===== src/rtl/alu_pkg.sv =====
// Shared ALU definitions: opcode encodings, EX/MEM stage state, default width.
package alu_pkg;

  localparam int WIDTH = 32;

  localparam logic [2:0] OP_AND = 3'd0;
  localparam logic [2:0] OP_OR  = 3'd1;
  localparam logic [2:0] OP_ADD = 3'd2;
  localparam logic [2:0] OP_SUB = 3'd6;
  localparam logic [2:0] OP_SLT = 3'd7;

  typedef enum logic {
    RUN = 1'b0,
    EXC = 1'b1
  } stage_state_e;

  // Only signed add/sub can raise an arithmetic-overflow exception.
  function automatic logic op_can_trap(input logic [2:0] op);
    return (op == OP_ADD) || (op == OP_SUB);
  endfunction

endpackage


===== src/rtl/alu_ex_mem_reg_if.sv =====
// EX -> EX/MEM -> MEM handshake and exception bundle for alu_ex_mem_reg.
interface alu_ex_mem_reg_if #(
  parameter int WIDTH = 32
);
  logic             in_valid;
  logic             in_ready;
  logic [WIDTH-1:0] alu_result;
  logic             alu_oflo;
  logic [2:0]       operation;
  logic             trap_oflo;
  logic [31:0]      pc;
  logic [4:0]       rd;
  logic             reg_write;
  logic             mem_read;
  logic             mem_write;
  logic [WIDTH-1:0] store_data;
  logic             flush;

  logic             out_valid;
  logic             out_ready;
  logic [WIDTH-1:0] out_result;
  logic             out_zero;
  logic [4:0]       out_rd;
  logic             out_reg_write;
  logic             out_mem_read;
  logic             out_mem_write;
  logic [WIDTH-1:0] out_store_data;

  logic             exc_req;
  logic [31:0]      exc_epc;
  logic             exc_ack;

  // The stage itself.
  modport slave (
    input  in_valid, alu_result, alu_oflo, operation, trap_oflo, pc, rd,
           reg_write, mem_read, mem_write, store_data, flush, out_ready, exc_ack,
    output in_ready, out_valid, out_result, out_zero, out_rd, out_reg_write,
           out_mem_read, out_mem_write, out_store_data, exc_req, exc_epc
  );

  // The surrounding pipeline (EX, MEM and the exception handler).
  modport master (
    output in_valid, alu_result, alu_oflo, operation, trap_oflo, pc, rd,
           reg_write, mem_read, mem_write, store_data, flush, out_ready, exc_ack,
    input  in_ready, out_valid, out_result, out_zero, out_rd, out_reg_write,
           out_mem_read, out_mem_write, out_store_data, exc_req, exc_epc
  );

endinterface


===== src/rtl/alu_zero_detect.sv =====
// Zero flag for the ALU result: WIDTH-bit NOR reduction.
module alu_zero_detect #(
  parameter int WIDTH = 32
) (
  input  logic [WIDTH-1:0] data_i,
  output logic             zero_o
);

  assign zero_o = ~|data_i;

endmodule


===== src/rtl/alu_ex_mem_reg.sv =====
// EX/MEM pipeline register with zero flag and precise overflow trap for signed add/sub.
module alu_ex_mem_reg
  import alu_pkg::*;
#(
  parameter int WIDTH = alu_pkg::WIDTH
) (
  input logic         clk,
  input logic         rst_n,
  alu_ex_mem_reg_if.slave bus
);

  stage_state_e     state_q, state_d;
  logic             in_ready;
  logic             exc_req;
  logic             accept;
  logic             trap;
  logic             load;
  logic             drain;
  logic             zero;

  logic             out_valid_q, out_valid_d;
  logic [31:0]      exc_epc_q, exc_epc_d;
  logic [WIDTH-1:0] out_result_q;
  logic             out_zero_q;
  logic [4:0]       out_rd_q;
  logic             out_reg_write_q;
  logic             out_mem_read_q;
  logic             out_mem_write_q;
  logic [WIDTH-1:0] out_store_data_q;

  alu_zero_detect #(.WIDTH(WIDTH)) u_zero (
    .data_i (bus.alu_result),
    .zero_o (zero)
  );

  assign accept = bus.in_valid & in_ready;
  assign trap   = accept & bus.trap_oflo & bus.alu_oflo & op_can_trap(bus.operation);
  assign load   = accept & ~trap;
  assign drain  = out_valid_q & bus.out_ready;

  always_ff @(posedge clk) begin
    if (!rst_n) state_q <= RUN;
    else        state_q <= state_d;
  end

  always_comb begin
    state_d = state_q;
    case (state_q)
      RUN:     if (trap) state_d = EXC;
      EXC:     if (bus.exc_ack) state_d = RUN;
      default: state_d = RUN;
    endcase
  end

  // A pending exception is exactly the EXC state, so exc_req needs no separate flop.
  always_comb begin
    in_ready = 1'b0;
    exc_req  = 1'b0;
    case (state_q)
      RUN:     in_ready = (~out_valid_q | bus.out_ready) & ~bus.flush;
      EXC:     exc_req  = 1'b1;
      default: in_ready = 1'b0;
    endcase
  end

  // A trapping accept always coincides with a drain (or an empty register), so it
  // falls through to the drain term and never sets out_valid.
  always_comb begin
    out_valid_d = out_valid_q;
    if (bus.flush)  out_valid_d = 1'b0;
    else if (load)  out_valid_d = 1'b1;
    else if (drain) out_valid_d = 1'b0;
  end

  assign exc_epc_d = trap ? bus.pc : exc_epc_q;

  always_ff @(posedge clk) begin
    if (!rst_n) begin
      out_valid_q <= 1'b0;
      exc_epc_q   <= '0;
    end else begin
      out_valid_q <= out_valid_d;
      exc_epc_q   <= exc_epc_d;
    end
  end

  always_ff @(posedge clk) begin
    if (!rst_n) begin
      out_result_q     <= '0;
      out_zero_q       <= 1'b0;
      out_rd_q         <= '0;
      out_reg_write_q  <= 1'b0;
      out_mem_read_q   <= 1'b0;
      out_mem_write_q  <= 1'b0;
      out_store_data_q <= '0;
    end else if (load) begin
      out_result_q     <= bus.alu_result;
      out_zero_q       <= zero;
      out_rd_q         <= bus.rd;
      out_reg_write_q  <= bus.reg_write;
      out_mem_read_q   <= bus.mem_read;
      out_mem_write_q  <= bus.mem_write;
      out_store_data_q <= bus.store_data;
    end
  end

  assign bus.in_ready       = in_ready;
  assign bus.exc_req        = exc_req;
  assign bus.exc_epc        = exc_epc_q;
  assign bus.out_valid      = out_valid_q;
  assign bus.out_result     = out_result_q;
  assign bus.out_zero       = out_zero_q;
  assign bus.out_rd         = out_rd_q;
  assign bus.out_reg_write  = out_reg_write_q;
  assign bus.out_mem_read   = out_mem_read_q;
  assign bus.out_mem_write  = out_mem_write_q;
  assign bus.out_store_data = out_store_data_q;

endmodule


===== src/flat_wrapper.sv =====
// flat-port wrapper written by rule: the top's interface ports become plain ports
module alu_ex_mem_reg_flat import alu_pkg::*;
#(
  parameter int WIDTH = alu_pkg::WIDTH
)
  (clk, rst_n, bus_in_valid, bus_alu_result, bus_alu_oflo, bus_operation, bus_trap_oflo, bus_pc, bus_rd, bus_reg_write, bus_mem_read, bus_mem_write, bus_store_data, bus_flush, bus_out_ready, bus_exc_ack, bus_in_ready, bus_out_valid, bus_out_result, bus_out_zero, bus_out_rd, bus_out_reg_write, bus_out_mem_read, bus_out_mem_write, bus_out_store_data, bus_exc_req, bus_exc_epc);
  alu_ex_mem_reg_if #(.WIDTH(WIDTH)) bus_i ();
  input logic clk;
  input logic rst_n;
  input wire logic [$bits(bus_i.in_valid)-1:0] bus_in_valid;
  input wire logic [$bits(bus_i.alu_result)-1:0] bus_alu_result;
  input wire logic [$bits(bus_i.alu_oflo)-1:0] bus_alu_oflo;
  input wire logic [$bits(bus_i.operation)-1:0] bus_operation;
  input wire logic [$bits(bus_i.trap_oflo)-1:0] bus_trap_oflo;
  input wire logic [$bits(bus_i.pc)-1:0] bus_pc;
  input wire logic [$bits(bus_i.rd)-1:0] bus_rd;
  input wire logic [$bits(bus_i.reg_write)-1:0] bus_reg_write;
  input wire logic [$bits(bus_i.mem_read)-1:0] bus_mem_read;
  input wire logic [$bits(bus_i.mem_write)-1:0] bus_mem_write;
  input wire logic [$bits(bus_i.store_data)-1:0] bus_store_data;
  input wire logic [$bits(bus_i.flush)-1:0] bus_flush;
  input wire logic [$bits(bus_i.out_ready)-1:0] bus_out_ready;
  input wire logic [$bits(bus_i.exc_ack)-1:0] bus_exc_ack;
  output wire logic [$bits(bus_i.in_ready)-1:0] bus_in_ready;
  output wire logic [$bits(bus_i.out_valid)-1:0] bus_out_valid;
  output wire logic [$bits(bus_i.out_result)-1:0] bus_out_result;
  output wire logic [$bits(bus_i.out_zero)-1:0] bus_out_zero;
  output wire logic [$bits(bus_i.out_rd)-1:0] bus_out_rd;
  output wire logic [$bits(bus_i.out_reg_write)-1:0] bus_out_reg_write;
  output wire logic [$bits(bus_i.out_mem_read)-1:0] bus_out_mem_read;
  output wire logic [$bits(bus_i.out_mem_write)-1:0] bus_out_mem_write;
  output wire logic [$bits(bus_i.out_store_data)-1:0] bus_out_store_data;
  output wire logic [$bits(bus_i.exc_req)-1:0] bus_exc_req;
  output wire logic [$bits(bus_i.exc_epc)-1:0] bus_exc_epc;
  assign bus_i.in_valid = bus_in_valid;
  assign bus_i.alu_result = bus_alu_result;
  assign bus_i.alu_oflo = bus_alu_oflo;
  assign bus_i.operation = bus_operation;
  assign bus_i.trap_oflo = bus_trap_oflo;
  assign bus_i.pc = bus_pc;
  assign bus_i.rd = bus_rd;
  assign bus_i.reg_write = bus_reg_write;
  assign bus_i.mem_read = bus_mem_read;
  assign bus_i.mem_write = bus_mem_write;
  assign bus_i.store_data = bus_store_data;
  assign bus_i.flush = bus_flush;
  assign bus_i.out_ready = bus_out_ready;
  assign bus_i.exc_ack = bus_exc_ack;
  assign bus_in_ready = bus_i.in_ready;
  assign bus_out_valid = bus_i.out_valid;
  assign bus_out_result = bus_i.out_result;
  assign bus_out_zero = bus_i.out_zero;
  assign bus_out_rd = bus_i.out_rd;
  assign bus_out_reg_write = bus_i.out_reg_write;
  assign bus_out_mem_read = bus_i.out_mem_read;
  assign bus_out_mem_write = bus_i.out_mem_write;
  assign bus_out_store_data = bus_i.out_store_data;
  assign bus_exc_req = bus_i.exc_req;
  assign bus_exc_epc = bus_i.exc_epc;
  alu_ex_mem_reg #(.WIDTH(WIDTH)) u_core (.clk(clk), .rst_n(rst_n), .bus(bus_i));
endmodule

===== config.mk =====
export PLATFORM = sky130hd
export DESIGN_NAME = alu_ex_mem_reg_flat
export DESIGN_NICKNAME = d
export VERILOG_FILES = /design/src/rtl/alu_pkg.sv /design/src/rtl/alu_ex_mem_reg_if.sv /design/src/rtl/alu_zero_detect.sv /design/src/rtl/alu_ex_mem_reg.sv /design/src/flat_wrapper.sv
export SDC_FILE = /design/constraint.sdc
export NUM_CORES = 1
export LEC_CHECK = 0
export CAP_MARGIN = 20
export CORE_MARGIN = 3
export CORE_UTILIZATION = 35
export CTS_CLUSTER_DIAMETER = 40
export DETAILED_ROUTE_END_ITERATION = 7
export PLACE_DENSITY = 0.8
export SYNTH_ARGS = -nofsm -noshare
export SYNTH_HDL_FRONTEND = slang
export SYNTH_SLANG_ARGS = --single-unit

===== constraint.sdc =====
create_clock -name clk -period 1.2 [get_ports clk]
set_input_delay 0.12 -clock clk [delete_from_list [all_inputs] [get_ports clk]]
set_output_delay 0.12 -clock clk [all_outputs]
set_load 0.1 [all_outputs]

Word-level counts from Yosys, hierarchy flattened
Cells that the tools add are included.

Register bits after elaboration: 107. Latch bits: 0. RAM bits: 0. Bits in read-only memories: 0. Input bits: 115. Output and inout port bits: 108. Word-level logic and storage cells: 37. Memories: 0.

$add $sub $neg: 0. $mul: 0. Div/mod/pow operators: 0. $lt $le $gt $ge: 0. Equal/unequal tests: 2. Shifts and indexed selects: 0. Mux-type cells: 7. Bitwise gates (word level): 13. Reduce and logical (&&, ||, !) cells: 5.

Operators by type and width (count): OR reduction 32 bit (1); AND 1 bit (7); two-way mux 1 bit (6); inverter 1 bit (5); == test 3 x 2 -> 1 bit (second input constant) (1); == test 3 bit (second input constant) (1); case mux 1 bit (2 select lines) (1); nonzero test 2 bit (1); OR reduction 2 bit (1); logical NOT 1 bit (1); logical OR 1 bit (1); OR 1 bit (1).

Logic depth before layout (Yosys ltp)
Gate-level depths: netlist of run 1.

Depth in word-level cells: 11. Depth in mapped cells: 6. Gate-level depth less buffers: 4.

Hierarchy
From an unflattened synthesis of run 1, not the netlist that was laid out.

Cell total of the unflattened synthesis: 479. Area, all modules: 4352.9 um^2.

By module, submodules not included: alu_ex_mem_reg (instances 1, cells an instance 468, area each 4280.4 um^2, sequential area each 2142.1 um^2); alu_zero_detect (instances 1, cells an instance 11, area each 72.6 um^2, sequential area each 0.0 um^2).

Worst setup path after synthesis of run 1
OpenSTA, ideal clock, no wires.

Path kind: register -> register. From: register u_core.out_valid_q (netlist: u_core.bus.out_valid). To: register u_core.out_rd_q[0] (netlist: u_core.bus.out_rd[0]). Library setup time: 0.120 ns. Arrival time: 1.988 ns. Data required time: 1.080 ns. Slack: -0.907 ns. Cell stages (with the launch flop): 7. Path buffers: 2. Clock period less this slack: 2.107 ns. Cell sequence: dfxtp_1 > nand2b_1 > nand4_1 > buf_2 > buf_4 > mux2i_1 > nor2b_1.

Cells in the longest elaborated chain, start to end: 10.

Ends and longest elaborated chain: start: declaration (RTL line alu_ex_mem_reg.sv:21) `logic out_valid_q, out_valid_d;`; start signal: assignment (RTL line alu_ex_mem_reg.sv:82) `out_valid_q <= out_valid_d;`; inverter 1 bit * (RTL line alu_ex_mem_reg.sv:60) `RUN: in_ready = (~out_valid_q | bus.out_ready) & ~bus.flush;`; OR 1 bit * (RTL line alu_ex_mem_reg.sv:60); AND 1 bit * (RTL line alu_ex_mem_reg.sv:60); two-way mux 1 bit * (RTL line alu_ex_mem_reg.sv:59) `case (state_q)`; AND 1 bit * (RTL line alu_ex_mem_reg.sv:36) `assign accept = bus.in_valid & in_ready;`; AND 1 bit (3 in a row) (RTL line alu_ex_mem_reg.sv:37) `assign trap = accept & bus.trap_oflo & bus.alu_oflo & op_can_trap(bus.operation);`; inverter 1 bit (RTL line alu_ex_mem_reg.sv:38) `assign load = accept & ~trap;`; AND 1 bit * (RTL line alu_ex_mem_reg.sv:38); end signal: assignment (RTL line alu_ex_mem_reg.sv:99) `out_rd_q <= bus.rd;`; end: declaration (RTL line alu_ex_mem_reg.sv:25) `logic [4:0] out_rd_q;`.

Every way passes the cells marked *; elsewhere a longest branch is shown, timed or not. A chain may end at the register's enable or synchronous reset.

Worst setup path after layout of run 1
From: register u_core.state_q. To: register u_core.exc_epc_q[20] (netlist: u_core.bus.exc_epc[20]).

Cells in the longest elaborated chain, start to end: 5.

Ends and longest elaborated chain: start: declaration (RTL line alu_ex_mem_reg.sv:12) `stage_state_e state_q, state_d;`; start signal: assignment (RTL line alu_ex_mem_reg.sv:43) `else state_q <= state_d;`; two-way mux 1 bit (RTL line alu_ex_mem_reg.sv:59); AND 1 bit (RTL line alu_ex_mem_reg.sv:36); AND 1 bit (3 in a row) (RTL line alu_ex_mem_reg.sv:37); end signal: assignment (RTL line alu_ex_mem_reg.sv:83) `exc_epc_q <= exc_epc_d;`; end: declaration (RTL line alu_ex_mem_reg.sv:22) `logic [31:0] exc_epc_q, exc_epc_d;`.

Every way passes these cells.

==> results by group, run 1 <==
GRT
  – Vias in the first global route: 3902
  – Initial antenna violation count: 0
  – GR Overflow Total: 0
  – First-pass GRT wire length: 20200 um
  – Largest net degree at the start of global routing: 67
  – GRT Total Usage: 0.197

Routing
  – Final ANT Viol Nets: 0
  – Routed WL: 13700 um
  – Pre-antenna DRT Iters: 4
  – Drt via density: 4.73
  – # DRC: 0
  – Vias: 3548
  – Initial DRC count: 78
  – Wire length per cell: 18.3 um

Power
  – Sw Ratio: 0.304
  – PwrDens: 1100 nW/um^2
  – Pleak: 0.00380 uW
  – Combinational share of power: 0.272
  – Register share of total power: 0.414
  – Clock power frac: 0.315
  – Cell-internal power: 6430 uW
  – Switching Power: 2810 uW
  – Worst vdd ir: 965 uV
  – Total power draw: 9240 uW

Min path
  – Hold Path Class: primary input to flop
  – Hold_sp: bus_alu_result[30]

Worst setup path
  – Setup CP Type: flop to flop
  – Worst setup SP type: flop
  – Worst setup startpoint: u_core.state_q$_SDFF_PN0_
  – Max FO, Critical Path: 8
  – CP Data Required Time: 1.42 ns
  – WP data arrival: 1.65 ns
  – Worst setup EP type: flop
  – Worst r2r src: u_core.state_q$_SDFF_PN0_

Layout
  – Antenna cells: 0
  – Most common cell after layout, fill and taps aside: buf_12
  – Fin nets: 721
  – Area occupied by multi-input gates: 1990 sq um
  – Area grow syn2layout: 104%
  – Commonest cells after routing, fill and taps aside: buf_12, nor2b_1, dfxtp_1, mux2i_1, clkdlybuf4s50_1
  – Share of cells above drive strength 1: 0.305
  – FILL cells: 736
  – Register area: 2150 sq um

STA
  – Final Hold Vio Count: 0
  – Slew Viols, Final: 0
  – Final Cycle Share: 1.19
  – Final Setup Violations: 107
  – Least-Margin Pin Slew: 0.527 ns
  – Setup TNS: -12.72 ns
  – WHS: 0.104 ns
  – Fmax: 699 MHz
  – Fin Clk Skew: 0.0109 ns
  – Tmin final: 1.43 ns
  – Setup ws final: -0.231 ns
  – Slew margin rel.: 0.649
  – RSZ-0062 raised after global routing: true

Run status
  – Violations in the final reports: setup timing
  – Outcome: complete, but fails checks

Clock network
  – TritonCTS clock tree: yes
  – CTS Buffer Depth: 2
  – Root buffer cell: clkbuf_16
  – CTS sink cnt: 107
  – Worst skew pair latency: 0.33 ns
  – H-Tree Level Count: 3
  – Clk slew on worst S/H paths: 0.08 ns
  – Total CTS buffers: 9

Placement
  – DP HPWL: 9930 um
  – Pre-CTS setup slack: -0.661 ns
  – Port Buffers: 221
  – Placer Congestion: 0.803

Logic synthesis
  – Netlist cell types: 21
  – Synthesis Warnings: 0
  – Mean Syn Cell Area: 11.4 sq um
  – #FFs+latches synth: 107
  – Sequential fraction of the synthesis area: 0.520
  – Synthesized net count: 478
  – Synth Instances: 363
  – Mapped cell area: 4120 sq um

Die
  – Die H: 115 um
  – Core Area: 11200 sq um
  – Placement Rows: 38
  – Die area: 13100 sq um
  – Die width: 115 um
  – Initial Util: 0.369
  – I/O pins: 223

Flow run
  – Max cap viols: 0
==> registers in the layout (all words and copies together) (netlist names) <==
register,flops
u_core.bus.out_valid,1
u_core.bus.out_mem_write,1
u_core.bus.out_store_data,32
u_core.bus.exc_epc,32
u_core.state_q,1
u_core.bus.out_rd,5
u_core.bus.out_result,32
u_core.bus.out_mem_read,1
u_core.bus.out_reg_write,1
u_core.bus.out_zero,1
==> final cells by class <==
class,count,share of cell area
timing repair buffer,256,0.451
sequential,107,0.256
tap,140,0.0209
multi-input combinational,231,0.237
clock inverter,4,0.00596
inverter,1,0.000447
clock buffer,11,0.0277
==> what timing repair did <==
item                                    4_1_cts  5_1_grt
gates resized for setup                      34       37
pin swaps                                     4        9
cloned                                        3        2
setup buffers                                 2        3
hold buffers                                  0        0
endpoints found under the setup margin      107      107
==> path summary, 6_finish.rpt <==
kind	slack, ns	endpoint	cells after the start
setup / recovery	-0.23	u_core.bus.exc_epc[20]$_SDFFE_PN0P_	7
hold reg to reg	0.55	u_core.bus.exc_epc[0]$_SDFFE_PN0P_	2
setup reg to reg	-0.23	u_core.bus.exc_epc[20]$_SDFFE_PN0P_	7
hold / removal	0.10	u_core.bus.out_result[30]$_SDFFE_PN0P_	3
==> power by group through the flow <==
| stage | Sequential [uW] | Combinational [uW] | Clock (uW) |
|---|---|---|---|
| final | 3820 | 2510 | 2910 |
| after global routing | 3840 | 2590 | 3110 |
| after CTS | 3820 | 2480 | 2960 |
| after detailed placement | 3900 | 2440 | 0 |
| after global placement | 3890 | 2410 | 0 |
| after floorplan | 4760 | 431 | 0 |
==> routing by layer <==
metal | vias up | share of wire | GRT usage
met1 | 1688 | 0.35 | 0.211
met5 | - | 0 | 0
met3 | 22 | 0.069 | 0.0560
met4 | 0 | 0.027 | 0.0855
met2 | 134 | 0.55 | 0.359
li1 | 1704 | - | -
==> through the flow <==
step,instances,area (sq um),utilization
after global routing,750,8400,0.752
after detailed placement,726,7760,0.695
final,750,8400,0.752
after CTS,746,8230,0.737
after floorplan,363,4220,-
after global placement,726,7760,0.695
==> critical path, cell delays in order (launching register included) <==
cell and delay (ns):
dfxtp_4 0.35, nor2_4 0.09, buf_6 0.11, nand4bb_4 0.16, buf_12 0.18, buf_16 0.15
mux2i_1 0.20, nor2b_1 0.09
==> cell families after synthesis <==
family                 share of synthesized area
flip-flops                                 0.520
multiplexers                               0.253
buffers and inverters                     0.0304
AO/OA/AOI/OAI                            0.00607
AND/OR/NAND/NOR                            0.191
==> synthesized netlist by cell type <==
master | number | area [sq um]
a21boi_0 | 1 | 7.51
a21oi_1 | 1 | 5.00
and2_1 | 1 | 6.26
buf_2 | 7 | 35.0
buf_4 | 6 | 45.0
clkbuf_1 | 11 | 41.3
dfxtp_1 | 107 | 2140
inv_1 | 1 | 3.75
mux2i_1 | 104 | 1040
nand2b_1 | 3 | 18.8
nand3_1 | 2 | 10.0
nand4_1 | 2 | 12.5
nand4b_1 | 1 | 8.76
nand4bb_1 | 1 | 11.3
nor2_1 | 1 | 3.75
nor2b_1 | 104 | 651
nor3_1 | 1 | 5.00
nor4_1 | 5 | 31.3
nor4b_2 | 1 | 15.0
o31ai_2 | 1 | 12.5
or4_1 | 2 | 15.0
Power figures use the tool's default switching activity.
==> run 2: changes to the inputs <==
--- a/config.mk
+++ b/config.mk
@@ -10,6 +10,7 @@
 export CORE_UTILIZATION = 35
 export CTS_CLUSTER_DIAMETER = 40
 export DETAILED_ROUTE_END_ITERATION = 7
+export GPL_TIMING_DRIVEN = 0
 export PLACE_DENSITY = 0.8
 export SYNTH_ARGS = -nofsm -noshare
 export SYNTH_HDL_FRONTEND = slang
==> run 2 against run 1 <==
Core utilization shrank 14 points. Critical path type unchanged. Sequential share of layout area is 5.7 points higher. Setup slack better by 0.086 ns. Critical path depth stayed put. Power is 5.4% lower. The run still ends with setup timing left. First-iteration DRC count grew 15%. Clock skew fell by 0.0029 ns. Die area unchanged. Largest power group unchanged. Clock power is essentially flat. Count of clock-buffer cells in the layout is 3 higher.
==> results by group, run 2 (synthesis gave the netlist of run 1 again) <==
GRT
  – First-pass GRT wire length: 18400 um
  – GRT Total Usage: 0.179
  – Initial antenna violation count: 0
  – Vias in the first global route: 3659
  – Largest net degree at the start of global routing: 17
  – GR Overflow Total: 0

Worst setup path
  – Worst setup startpoint: u_core.state_q$_SDFF_PN0_
  – Worst path most repeated cell: buf_6
  – Slowest CP cell: dfxtp_4
  – Setup CP Type: flop to flop
  – Crit-path leading delay family: buffers and inverters
  – CP Data Required Time: 1.43 ns
  – WP data arrival: 1.57 ns
  – Worst setup EP type: flop
  – CP Cell Sequence: nor2_4, nand4_1, buf_6, buf_4, buf_6, mux2i_1, nor2b_1
  – CP peak stage delay: 0.35 ns
  – Buffers and inverters on the worst path: 3
  – Max FO, Critical Path: 8
  – Worst r2r src: u_core.state_q$_SDFF_PN0_
  – Worst setup SP type: flop

Layout
  – Fin area: 6880 sq um
  – Antenna cells: 0
  – Area grow syn2layout: 66.8%
  – FILL cells: 980
  – Finished Core Util: 0.615
  – Most common cell after layout, fill and taps aside: buf_4
  – Share of cells above drive strength 1: 0.269
  – Fin nets: 720
  – Commonest cells after routing, fill and taps aside: buf_4, nor2b_1, mux2i_1, dfxtp_1, clkdlybuf4s50_1

Clock network
  – TritonCTS clock tree: yes
  – CTS Buffer Depth: 2
  – H-Tree Level Count: 3
  – Total CTS buffers: 9
  – CTS Hold Bufs: 0
  – Worst skew pair latency: 0.34 ns
  – Root buffer cell: clkbuf_16
  – Clk slew on worst S/H paths: 0.07 ns
  – CTS sink cnt: 107

Die
  – I/O pins: 223
  – Die H: 115 um
  – Placement Rows: 38
  – Core Area: 11200 sq um
  – Initial Util: 0.369
  – Die width: 115 um
  – Die area: 13100 sq um

Placement
  – Placer Congestion: 0.720
  – Port Buffers: 220
  – DP HPWL: 9270 um
  – DP Area: 6600 sq um

STA
  – Slew Viols, Final: 0
  – Final Cycle Share: 1.12
  – Least-Margin Pin Slew: 0.484 ns
  – Fin Clk Skew: 0.00798 ns
  – Final Hold Vio Count: 0
  – Slew margin rel.: 0.679
  – Tmin final: 1.34 ns
  – Fmax: 744 MHz
  – Setup ws final: -0.145 ns
  – RSZ-0062 raised after global routing: true
  – Final Setup Violations: 85
  – Setup TNS: -7.65 ns

Routing
  – Final ANT Viol Nets: 0
  – Wire length per cell: 16.2 um
  – # DRC: 0
  – Vias: 3460
  – Pre-antenna DRT Iters: 4
  – Initial DRC count: 90
  – Drt via density: 4.61
  – Routed WL: 12100 um

Power
  – PwrDens: 1270 nW/um^2
  – Worst vdd ir: 934 uV
  – Pleak: 0.00336 uW

Min path
  – Hold_sp: bus_alu_result[28]
  – Hold Path Class: primary input to flop

Run status
  – Outcome: complete, but fails checks
  – Violations in the final reports: setup timing

Flow run
  – Max cap viols: 0
-- run 2: layer usage --
layer,wire length [um],vias to the layer above,global-route usage,part of all wire
li1,-,1699,-,-
met1,4600,1620,0.196,0.38
met2,6270,122,0.316,0.52
met3,960,19,0.0560,0.079
met4,308,0,0.0752,0.025
met5,0,-,0,0
-- run 2: path summary, 6_finish.rpt --
path,cells past startpoint,slack [ns],end
hold reg to reg,2,0.49,u_core.bus.out_zero$_SDFFE_PN0P_
setup / recovery,7,-0.14,u_core.bus.out_rd[4]$_SDFFE_PN0P_
setup reg to reg,7,-0.14,u_core.bus.out_rd[4]$_SDFFE_PN0P_
hold / removal,3,0.10,u_core.bus.out_result[28]$_SDFFE_PN0P_
-- run 2: timing repair --
action / CTS / global route
buffers inserted: 5 / 5
gates resized for setup: 694 / 18
gates cloned: 3 / 0
hold endpoints to repair: 0 / 0
pin swaps: 11 / 8
setup endpoints to repair: 211 / 109
-- run 2: worst register-to-register path, cell delays in order, from the launching register on --
cell and delay [ns]:
dfxtp_4 0.35, nor2_4 0.09, nand4_1 0.15, buf_6 0.21
buf_4 0.15, buf_6 0.11, mux2i_1 0.13, nor2b_1 0.06
-- run 2: per-stage QoR --
step	worst slack (ns)	instances	total power [uW]	hold WS [ns]
2_1_floorplan	-0.231	363	5190	0.268
3_3_place_gp	-0.933	723	5910	0.474
3_5_place_dp	-0.951	723	5940	0.477
4_1_cts	-0.167	747	8820	0.166
5_1_grt	-0.230	750	9090	0.102
6_report	-0.145	750	8740	0.104
-- run 2: cell type report --
cell class	count	area, sq um	share of cell area
flip-flops and latches	107	2150	0.313
repair buffers	232	2100	0.306
multi-input cells	231	1920	0.279
clock buffers	14	285	0.0415
plain buffers	23	221	0.0322
well taps	140	175	0.0255
clock inverters	2	16.3	0.00237
inverters	1	3.75	0.000546
-- run 2: report_power, final --
group          switching [uW]  total [uW]  internal (uW)
clock                    1250        2900           1650
sequential               70.8        3750           3680
combinational            1340        2090            750
total                    2660        8740           6080
